`src/rtl/sevenseg_ctrl_pkg.sv`:
```
// Shared definitions for the four-digit seven-segment controller:
// bus register addresses, scanner states and active-low segment patterns.
package sevenseg_ctrl_pkg;

  localparam logic [1:0] ADDR_VAL_LO = 2'd0;
  localparam logic [1:0] ADDR_VAL_HI = 2'd1;
  localparam logic [1:0] ADDR_MASK   = 2'd2;
  localparam logic [1:0] ADDR_CTRL   = 2'd3;

  typedef enum logic [1:0] {
    ST_OFF   = 2'd0,
    ST_BLANK = 2'd1,
    ST_DRIVE = 2'd2
  } scan_state_t;

  // Segment order is {g,f,e,d,c,b,a}; a 0 lights the segment.
  localparam logic [6:0] SEG_BLANK = 7'b1111111;
  localparam logic [6:0] SEG_0 = 7'b1000000;
  localparam logic [6:0] SEG_1 = 7'b1111001;
  localparam logic [6:0] SEG_2 = 7'b0100100;
  localparam logic [6:0] SEG_3 = 7'b0110000;
  localparam logic [6:0] SEG_4 = 7'b0011001;
  localparam logic [6:0] SEG_5 = 7'b0010010;
  localparam logic [6:0] SEG_6 = 7'b0000010;
  localparam logic [6:0] SEG_7 = 7'b1111000;
  localparam logic [6:0] SEG_8 = 7'b0000000;
  localparam logic [6:0] SEG_9 = 7'b0010000;
  localparam logic [6:0] SEG_A = 7'b0001000;
  localparam logic [6:0] SEG_B = 7'b0000011;
  localparam logic [6:0] SEG_C = 7'b1000110;
  localparam logic [6:0] SEG_D = 7'b0100001;
  localparam logic [6:0] SEG_E = 7'b0000110;
  localparam logic [6:0] SEG_F = 7'b0001110;

endpackage

```
`src/rtl/sevenseg_ctrl_hex7seg.sv`:
```
// Combinational hex nibble to active-low seven-segment pattern decoder.
module hex7seg
  import sevenseg_ctrl_pkg::*;
(
  input  logic [3:0] nibble,
  output logic [6:0] seg
);

  // Plain lookup of the sixteen hex glyphs.
  always_comb begin
    seg = SEG_BLANK;
    case (nibble)
      4'h0: seg = SEG_0;
      4'h1: seg = SEG_1;
      4'h2: seg = SEG_2;
      4'h3: seg = SEG_3;
      4'h4: seg = SEG_4;
      4'h5: seg = SEG_5;
      4'h6: seg = SEG_6;
      4'h7: seg = SEG_7;
      4'h8: seg = SEG_8;
      4'h9: seg = SEG_9;
      4'hA: seg = SEG_A;
      4'hB: seg = SEG_B;
      4'hC: seg = SEG_C;
      4'hD: seg = SEG_D;
      4'hE: seg = SEG_E;
      4'hF: seg = SEG_F;
      default: seg = SEG_BLANK;
    endcase
  end

endmodule

```
`src/rtl/sevenseg_ctrl.sv`:
```
// Four-digit multiplexed seven-segment controller with a small register bus.
// Each digit slot is REFRESH_DIV cycles: BLANK_CYCLES with all anodes off,
// then the digit is driven for the rest of the slot.
module sevenseg_ctrl
  import sevenseg_ctrl_pkg::*;
#(
  parameter int REFRESH_DIV  = 100000,
  parameter int BLANK_CYCLES = 1000
) (
  input  logic       clk,
  input  logic       reset_n,
  input  logic       cs,
  input  logic       we,
  input  logic [1:0] addr,
  input  logic [7:0] data_in,
  output logic [7:0] data_out,
  output logic [6:0] segments,
  output logic       decimal_point,
  output logic [3:0] anode
);

  localparam int PW = $clog2(REFRESH_DIV);
  localparam logic [PW-1:0] BLANK_LAST = PW'(BLANK_CYCLES - 1);
  localparam logic [PW-1:0] SLOT_LAST  = PW'(REFRESH_DIV - 1);

  logic [7:0]  shadow_lo_reg;
  logic [15:0] value_reg;
  logic [7:0]  mask_reg;
  logic [1:0]  ctrl_reg;
  logic [7:0]  data_out_reg;

  scan_state_t state_reg;
  logic [PW-1:0] presc_reg;
  logic [1:0]    idx_reg;
  logic [3:0]    anode_reg;
  logic [6:0]    segments_reg;
  logic          dp_reg;

  logic       wr_en;
  logic       enable_next;
  logic [3:0] upper_zero;
  logic [3:0] digit_blank;
  logic [3:0] dp_mask;
  logic [3:0] cur_nibble;
  logic [6:0] hex_seg;

  assign wr_en = cs && we;
  // The scanner reacts to an enable write on the same edge it lands.
  assign enable_next = (wr_en && (addr == ADDR_CTRL)) ? data_in[0] : ctrl_reg[0];
  assign dp_mask     = mask_reg[3:0];
  assign cur_nibble  = value_reg[{idx_reg, 2'b00} +: 4];

  // Per-digit blanking: forced by mask, or a leading zero above digit 0.
  generate
    for (genvar gi = 0; gi < 4; gi++) begin : g_digit
      assign upper_zero[gi]  = (value_reg[15:4*gi] == '0);
      assign digit_blank[gi] = mask_reg[4+gi] | ((gi != 0) & ctrl_reg[1] & upper_zero[gi]);
    end
  endgenerate

  hex7seg u_hex7seg (
    .nibble (cur_nibble),
    .seg    (hex_seg)
  );

  // Bus register file; writing the high byte commits the shadowed low byte.
  always_ff @(posedge clk) begin
    if (!reset_n) begin
      shadow_lo_reg <= 8'h00;
      value_reg     <= 16'h0000;
      mask_reg      <= 8'h00;
      ctrl_reg      <= 2'b00;
    end else if (wr_en) begin
      case (addr)
        ADDR_VAL_LO: shadow_lo_reg <= data_in;
        ADDR_VAL_HI: value_reg     <= {data_in, shadow_lo_reg};
        ADDR_MASK:   mask_reg      <= data_in;
        ADDR_CTRL:   ctrl_reg      <= data_in[1:0];
        default:     ;
      endcase
    end
  end

  // Registered read port; holds its value unless a read is issued.
  always_ff @(posedge clk) begin
    if (!reset_n) begin
      data_out_reg <= 8'h00;
    end else if (cs && !we) begin
      case (addr)
        ADDR_VAL_LO: data_out_reg <= shadow_lo_reg;
        ADDR_VAL_HI: data_out_reg <= value_reg[15:8];
        ADDR_MASK:   data_out_reg <= mask_reg;
        ADDR_CTRL:   data_out_reg <= {6'b000000, ctrl_reg};
        default:     data_out_reg <= 8'h00;
      endcase
    end
  end

  // Scanner FSM plus display output registers, which follow the current state.
  always_ff @(posedge clk) begin
    if (!reset_n) begin
      state_reg    <= ST_OFF;
      presc_reg    <= '0;
      idx_reg      <= 2'd0;
      anode_reg    <= 4'b1111;
      segments_reg <= SEG_BLANK;
      dp_reg       <= 1'b1;
    end else begin
      if (!enable_next) begin
        state_reg <= ST_OFF;
        presc_reg <= '0;
        idx_reg   <= 2'd0;
      end else begin
        case (state_reg)
          ST_OFF: begin
            state_reg <= ST_BLANK;
            presc_reg <= '0;
            idx_reg   <= 2'd0;
          end
          ST_BLANK: begin
            if (presc_reg == BLANK_LAST) state_reg <= ST_DRIVE;
            presc_reg <= presc_reg + 1'b1;
          end
          ST_DRIVE: begin
            if (presc_reg == SLOT_LAST) begin
              state_reg <= ST_BLANK;
              presc_reg <= '0;
              idx_reg   <= idx_reg + 2'd1;
            end else begin
              presc_reg <= presc_reg + 1'b1;
            end
          end
          default: begin
            state_reg <= ST_OFF;
            presc_reg <= '0;
            idx_reg   <= 2'd0;
          end
        endcase
      end

      if (state_reg == ST_DRIVE) begin
        anode_reg    <= ~(4'b0001 << idx_reg);
        segments_reg <= digit_blank[idx_reg] ? SEG_BLANK : hex_seg;
        dp_reg       <= ~dp_mask[idx_reg];
      end else begin
        anode_reg    <= 4'b1111;
        segments_reg <= SEG_BLANK;
        dp_reg       <= 1'b1;
      end
    end
  end

  assign data_out      = data_out_reg;
  assign anode         = anode_reg;
  assign segments      = segments_reg;
  assign decimal_point = dp_reg;

endmodule

```
`config.mk`:
```
export PLATFORM = sky130hd
export DESIGN_NAME = sevenseg_ctrl
export DESIGN_NICKNAME = d
export VERILOG_FILES = /design/src/rtl/sevenseg_ctrl_pkg.sv /design/src/rtl/sevenseg_ctrl_hex7seg.sv /design/src/rtl/sevenseg_ctrl.sv
export SDC_FILE = /design/constraint.sdc
export NUM_CORES = 1
export LEC_CHECK = 0
export BUFFER_PORTS_ARGS = -buffer_cell sky130_fd_sc_hd__buf_2
export CAP_MARGIN = 20
export CORE_ASPECT_RATIO = 0.5
export CORE_MARGIN = 2
export CORE_UTILIZATION = 35
export CTS_BUF_LIST = sky130_fd_sc_hd__clkbuf_16
export DETAILED_ROUTE_END_ITERATION = 10
export GPL_TIMING_DRIVEN = 0
export HOLD_SLACK_MARGIN = 0.02
export PLACE_DENSITY = 0.55
export SYNTH_ARGS = -nofsm -noshare
export SYNTH_HDL_FRONTEND = slang
export SYNTH_SLANG_ARGS = --single-unit
```
`constraint.sdc`:
```
create_clock -name clk -period 5.9 [get_ports clk]
set_input_delay 0.59 -clock clk [delete_from_list [all_inputs] [get_ports clk]]
set_output_delay 0.59 -clock clk [all_outputs]
set_load 0.05 [all_outputs]
```
==> metrics.log, run 1 <==
INFO  metric drcViolationCount = 0
INFO  metric power.density = 253 nW/um^2
INFO  metric synth_edf_count = 0
INFO  metric clk_root_buffer_cell = clkbuf_16
INFO  metric rows = 26
INFO  metric tritoncts_clock_tree = done
INFO  metric worstReg2RegStart = idx_reg[1]
INFO  metric worstReg2RegEnd = segments[0]
INFO  metric worst_case_vdd_ir_drop = 142 uV
INFO  metric drive_above_1_share = 13.1%
INFO  metric final_core_util = 41.4%
INFO  metric globalRouteOverflowTotal = 0
INFO  metric remaining_number_of_nets_flagged_by_the_antenna_check_after_routing = 0
INFO  metric synth_sequential_area_ratio = 42.0%
INFO  metric routed-via-count = 2848
INFO  metric firstDrtPassIters = 6
INFO  metric maximum_fanout_encountered_on_the_critical_timing_path = 10
INFO  metric final_wirelength = 8320 um
INFO  metric fp.dieH = 75.5 um
INFO  metric post_layout_nonfiller_instances = 584
INFO  metric critPathCaptureType = register
INFO  metric timing.final.ws_setup = 3.21 ns
INFO  metric avgViaCountPerCell = 4.88
INFO  metric timing_hold_violations_final = 0
INFO  metric place.detailed.hpwl = 6130 um
INFO  metric area_of_the_die = 11100 um^2
INFO  metric max_clock_freq = 0.372 GHz
INFO  metric regToRegSetupSlack = 3.21 ns
INFO  metric slew_at_the_pin_closest_to_its_max_slew_limit = 0.952 ns
INFO  metric mappedNetlistArea = 3580 um^2
INFO  metric synth_warnings = 0
INFO  metric ys_types = 42
INFO  metric chip_width = 147 um
INFO  metric synth_fp_nets = 424
INFO  metric synth_async_sr_flop_share = 0%
INFO  metric dpl-instance-area = 3920 um^2
INFO  metric synth-main-ff-cell = dfxtp_1
INFO  metric worst_reg_to_reg_path_cell_count = 10
INFO  metric setup_repair_after_global_routing_missed_its_margin = no
INFO  metric first_pass_grt_wire_length = 13800 um
INFO  metric insertedDiodeCount = 0
INFO  metric synth.ff_latch_count = 75
INFO  metric source_of_the_critical_timing_path = idx_reg[1]
INFO  metric worst_clk_skew = 0.00455 ns
INFO  metric final_min_period_over_clock_period = 45.6%
INFO  metric timing.slew.headroom = 36.2%
INFO  metric pre_cts_slack = 3.01 ns
INFO  metric largest_reg_flops = 17
INFO  metric nets_final = 468
INFO  metric worst_setup_hold_path_clk_slew = 0.06 ns
INFO  metric initialDrtViolationCount = 105
INFO  metric floorplan.core_area = 10100 um^2
INFO  metric tritoncts.num_buffers = 9
INFO  metric postSynthCellCount = 395
INFO  metric maxSlewViolCount = 0
INFO  metric dp.cells = 568
INFO  metric post-route-min-period = 2.69 ns
INFO  metric largest_net_degree_at_the_start_of_global_routing = 12
INFO  metric clock_insertion_delay_worst_skew = 0.33 ns
INFO  metric min-delay-path-class = register to register
INFO  metric timing.hold.worst_path_depth = 1
INFO  metric timing.setup.tns = 0 ns
INFO  metric htreeDepth = 3
INFO  metric number_of_clock_sinks = 75
INFO  metric pin_count = 34
INFO  metric place.gp.congestion = 0.824
INFO  metric critPathRequiredTime = 6.16 ns
INFO  metric criticalPathCategory = register to register
INFO  metric result_of_the_run = completed
INFO  metric postCtsHoldBufs = 0
INFO  metric groute.usage.overall = 16.2%
INFO  metric critical_path_arrival = 2.95 ns
INFO  metric place.port_buffers = 33
INFO  metric post_cts_setup_buffer_count = 0
INFO  metric ctsResizeCount = 0
INFO  metric antenna_found_initial = 0
INFO  metric routedWlPerCell = 14.2 um
INFO  metric via_count_of_the_first_global_routing_pass = 2601
INFO  metric setup.worst_path.start_class = register
INFO  metric floorplan.initialDensity = 35.5%
INFO  metric p_leak = 1.52 nW
INFO  metric max_cap_viol_count = 0
INFO  metric setup-violations-final = 0
INFO  metric worst_setup_path_endpoint = segments[0]
INFO  metric syn2layout_area_growth = 16.6%
INFO  metric syn_avg_cell_area = 9.06 um^2
INFO  metric finalInstanceArea = 4170 um^2
INFO  metric cts_max_path_buffers = 2
==> Yosys cell counts (2+ instances only) <==
cell type	instances	area share, %
a21boi_0	20	4.2
buf_1	2	0.21
clkbuf_1	16	1.7
or4_1	2	0.42
nand4_1	4	0.70
and3_1	3	0.52
or4_4	2	0.63
nor4_1	4	0.70
nand3_1	13	1.8
a21oi_1	8	1.1
inv_1	12	1.3
xnor2_1	5	1.2
a22oi_1	4	0.84
o211a_1	6	1.7
ha_1	15	5.2
nor2b_1	16	2.8
nand2_1	74	7.8
mux4_2	6	3.8
xor2_1	10	2.4
o21ai_0	5	0.70
and2_1	2	0.35
mux2i_1	24	6.7
mux2_2	3	0.94
a21boi_1	4	0.84
dfxtp_1	75	42
nor3_1	5	0.70
nand4b_1	2	0.49
nor2_1	32	3.4
o211ai_1	8	1.7
==> kinds of logic after synthesis <==
logic type / after synthesis / share of synthesized area, %
multiplexers: 33 / 11.4
AND/OR/NAND/NOR: 165 / 21.9
AO/OA/AOI/OAI: 62 / 12.7
buffers and inverters: 30 / 3.15
flip-flops: 75 / 42.0
XOR/XNOR: 15 / 3.67
adder cells (fa/ha/maj): 15 / 5.25
==> where the power goes <==
part           total (W)  switching, W  internal [W]  leakage [nW]
Combinational  0.0000554     0.0000346     0.0000208         0.780
Clock           0.000480      0.000204      0.000275         0.138
Sequential      0.000519    0.00000620      0.000513         0.606
==> layer usage <==
| metal | share of wire (%) | track usage, % |
|---|---|---|
| met4 | 0.71 | 4.81 |
| met1 | 53 | 23.1 |
| met5 | 0 | 0 |
| met3 | 6.3 | 5.03 |
| met2 | 41 | 23.6 |
==> through the flow <==
| step | power (W) | hold WS [ns] |
|---|---|---|
| after CTS | 0.00107 | 0.459 |
| after global placement | 0.000586 | 0.432 |
| after detailed placement | 0.000586 | 0.448 |
| final | 0.00105 | 0.454 |
| after global routing | 0.00109 | 0.471 |
| after floorplan | 0.000565 | 0.418 |
==> placed cells by master (no fill, tap or decap), types with 5 or more instances in the layout <==
cell | synthesis | final
clkbuf_1 | 16 | 16
buf_2 | 0 | 33
clkbuf_16 | 0 | 9
dfxtp_1 | 75 | 75
nor2b_1 | 16 | 16
o211ai_1 | 8 | 8
xor2_1 | 10 | 10
o211a_1 | 6 | 6
inv_1 | 12 | 15
nor3_1 | 5 | 5
o21ai_0 | 5 | 5
mux4_2 | 6 | 6
a21boi_0 | 20 | 20
ha_1 | 15 | 15
nand2_1 | 74 | 74
xnor2_1 | 5 | 5
mux2i_1 | 24 | 24
nor2_1 | 32 | 32
nand3_1 | 13 | 13
a21oi_1 | 8 | 8
==> worst max-delay path, cell delays in order (launching register included) <==
cell      delay [ns]
dfxtp_1         0.49
clkbuf_1        0.40
mux4_2          0.46
inv_1           0.13
ha_1            0.15
buf_1           0.32
nor2b_1         0.10
o211ai_1        0.18
o2111a_1        0.21
a21oi_1         0.04
o21ai_0         0.13
==> final cells by class <==
class | count | area [um^2]
fillers | 1047 | 5910
clock buffers | 9 | 225
multi-input cells | 290 | 1960
repair buffers | 33 | 165
inverters | 12 | 45.0
plain buffers | 18 | 67.6
clock inverters | 7 | 28.8
well taps | 140 | 175
flip-flops and latches | 75 | 1500
==> worst min-delay path by stage <==
stage	startpoint	to
after floorplan	presc_reg[0]	presc_reg[0]
after global placement	presc_reg[0]	presc_reg[0]
after detailed placement	presc_reg[0]	presc_reg[0]
after CTS	presc_reg[0]	presc_reg[0]
after global routing	presc_reg[0]	presc_reg[0]
final	presc_reg[0]	presc_reg[0]
(Power assumes the default switching activity.)
==> inputs of run 2 (changes only) <==
clock period = 2.58 ns   (was 5.9 ns; I/O delays follow)
==> metrics.log, run 2 (synthesized netlist as in run 1, its figures left out) <==
INFO  metric place.port_buffers = 33 (unchanged)
INFO  metric cp_top_family = compound AO/OA/AOI/OAI gates (was buffers and inverters)
INFO  metric setup.worst_path.start_class = register (unchanged)
INFO  metric timing_hold_violations_final = 0 (unchanged)
INFO  metric worstPathCellList = clkbuf_2, mux4_2, inv_1, ha_1, nor2_1, o211ai_1, o2111a_1, a21oi_1, o21ai_0 (was clkbuf_1, mux4_2, inv_1, ha_1, buf_1, nor2b_1, o211ai_1, o2111a_1, a21oi_1, o21ai_0)
INFO  metric globalRouteOverflowTotal = 0 (unchanged)
INFO  metric antenna_found_initial = 0 (unchanged)
INFO  metric max_clock_freq = 0.424 GHz (was 0.372 GHz)
INFO  metric avgViaCountPerCell = 4.87 (was 4.88)
INFO  metric hold_path.startpoint = data_in[3] (was presc_reg[0])
INFO  metric post_cts_setup_buffer_count = 0 (unchanged)
INFO  metric final_min_period_over_clock_period = 91.3% (was 45.6%)
INFO  metric final_core_util = 41.4% (about the same)
INFO  metric area_of_the_die = 11100 um^2 (unchanged)
INFO  metric timing.slew.headroom = 36.3% (was 36.2%)
INFO  metric tritoncts_clock_tree = done (unchanged)
INFO  metric clock_insertion_delay_worst_skew = 0.33 ns (about the same)
INFO  metric clk_root_buffer_cell = clkbuf_16 (unchanged)
INFO  metric drcViolationCount = 0 (unchanged)
INFO  metric regToRegSetupSlack = 0.22 ns (was 3.21 ns)
INFO  metric critical_path.slowest_cell = dfxtp_1 (unchanged)
INFO  metric floorplan.initialDensity = 35.5% (unchanged)
INFO  metric routed-via-count = 2835 (was 2848)
INFO  metric fp.dieH = 75.5 um (unchanged)
INFO  metric via_count_of_the_first_global_routing_pass = 2596 (was 2601)
INFO  metric post_layout_nonfiller_instances = 582 (was 584)
INFO  metric p_leak = 1.53 nW (was 1.52 nW)
INFO  metric firstDrtPassIters = 4 (was 6)
INFO  metric insertedDiodeCount = 0 (unchanged)
INFO  metric groute.usage.overall = 16.2% (about the same)
INFO  metric timing.hold.worst_path_depth = 3 (was 1)
INFO  metric timing.hold.worst_endpoint = mask_reg[3] (was presc_reg[0])
INFO  metric setup-violations-final = 0 (unchanged)
INFO  metric worst_clk_skew = 0.00498 ns (was 0.00455 ns)
INFO  metric final_wirelength = 8330 um (was 8320 um)
INFO  metric place.detailed.hpwl = 6130 um (unchanged)
INFO  metric first_pass_grt_wire_length = 13800 um (about the same)
INFO  metric routedWlPerCell = 14.3 um (was 14.2 um)
INFO  metric critPathRequiredTime = 2.84 ns (was 6.16 ns)
INFO  metric initialDrtViolationCount = 107 (was 105)
INFO  metric number_of_clock_sinks = 75 (unchanged)
INFO  metric mostFrequentLayoutCells = dfxtp_1, nand2_1, buf_2 (unchanged)
INFO  metric min-delay-path-class = primary input to register (was register to register)
INFO  metric timing.hold.ws = 0.199 ns (was 0.454 ns)
INFO  metric largest_net_degree_at_the_start_of_global_routing = 18 (was 12)
INFO  metric max_stage_delay = 0.49 ns (about the same)
INFO  metric pin_count = 34 (unchanged)
INFO  metric dp.cells = 568 (unchanged)
INFO  metric critPathCaptureType = register (unchanged)
INFO  metric worstReg2RegStart = idx_reg[1] (unchanged)
INFO  metric max_cap_viol_count = 0 (unchanged)
INFO  metric tritoncts.num_buffers = 9 (unchanged)
INFO  metric syn2layout_area_growth = 16.8% (was 16.6%)
INFO  metric result_of_the_run = completed (unchanged)
INFO  metric largest_reg_flops = 17 (unchanged)
INFO  metric worstReg2RegEnd = segments[0] (unchanged)
INFO  metric slew_at_the_pin_closest_to_its_max_slew_limit = 0.950 ns (was 0.952 ns)
INFO  metric postCtsHoldBufs = 0 (unchanged)
INFO  metric maximum_fanout_encountered_on_the_critical_timing_path = 10 (unchanged)
INFO  metric place.gp.congestion = 0.824 (unchanged)
INFO  metric nets_final = 466 (was 468)
INFO  metric criticalPathCategory = register to register (unchanged)
INFO  metric remaining_number_of_nets_flagged_by_the_antenna_check_after_routing = 0 (unchanged)
INFO  metric rows = 26 (unchanged)
INFO  metric chip_width = 147 um (unchanged)
INFO  metric critical_path_arrival = 2.62 ns (was 2.95 ns)
INFO  metric drive_above_1_share = 14.0% (was 13.1%)
INFO  metric post-route-min-period = 2.36 ns (was 2.69 ns)
INFO  metric power.density = 577 nW/um^2 (was 253 nW/um^2)
INFO  metric worst_case_vdd_ir_drop = 326 uV (was 142 uV)
INFO  metric htreeDepth = 3 (unchanged)
INFO  metric floorplan.core_area = 10100 um^2 (unchanged)
INFO  metric setup_repair_after_global_routing_missed_its_margin = no (unchanged)
INFO  metric mostFrequentLayoutCell = dfxtp_1 (unchanged)
INFO  metric worst_setup_hold_path_clk_slew = 0.06 ns (about the same)
INFO  metric worst_reg_to_reg_path_cell_count = 9 (was 10)
INFO  metric maxSlewViolCount = 0 (unchanged)
INFO  metric crit_buf_inv = 2 (was 3)
INFO  metric cts_max_path_buffers = 2 (unchanged)
## run 2: metrics by stage
stage / cell area, um^2 / setup WS [ns] / setup TNS [ns] / total power, W
final: 4180 / 0.224 / 0 / 0.00241
after global routing: 4180 / 0.0516 / 0 / 0.00250
after CTS: 4170 / 0.0113 / 0 / 0.00244
after detailed placement: 3920 / -0.110 / -0.110 / 0.00134
after global placement: 3920 / -0.0916 / -0.0918 / 0.00134
after floorplan: 3580 / 0.318 / 0 / 0.00129
## run 2: worst max-delay path by stage
stage | from | to | slack [ns] | depth (start not counted)
2_1_floorplan | idx_reg[1] | segments[0] | 0.32 | 10
3_3_place_gp | idx_reg[1] | segments[0] | -0.09 | 10
3_5_place_dp | idx_reg[1] | segments[0] | -0.11 | 10
4_1_cts | idx_reg[0] | segments[2] | 0.01 | 5
5_1_grt | idx_reg[1] | segments[0] | 0.05 | 9
6_report | idx_reg[1] | segments[0] | 0.22 | 9
## run 2: cell type report
class / count / area [um^2]
buffer: 16 / 61.3
clock buffer: 9 / 225
clock inverter: 7 / 28.8
fill: 1043 / 5910
inverter: 12 / 45.0
multi-input combinational: 290 / 1980
sequential: 75 / 1500
tap: 140 / 175
timing repair buffer: 33 / 165
## run 2: repair_timing
item | 4_1_cts | 5_1_grt
resized for setup | 1 | 3
setup endpoints to repair | 9 | 19
endpoints found under the hold margin | 0 | 0
pin swaps | 0 | 0
## run 2: per-layer routing
metal / GRT usage, % / up-vias / wire length (um)
li1: - / 1458 / -
met2: 23.4 / 62 / 3330
met5: 0 / - / 0
met3: 5.03 / 10 / 544
met1: 23.2 / 1305 / 4370
met4: 4.81 / 0 / 90
## run 2: report_power, final
part,internal [W],switching [W],total [W]
Clock,0.000630,0.000465,0.00109
Sequential,0.00117,0.0000143,0.00119
Combinational,0.0000476,0.0000796,0.000127
## run 2: worst min-delay path, cell delays in order
cell	delay, ns
buf_2	0.12
nand2_1	0.06
a21boi_1	0.05
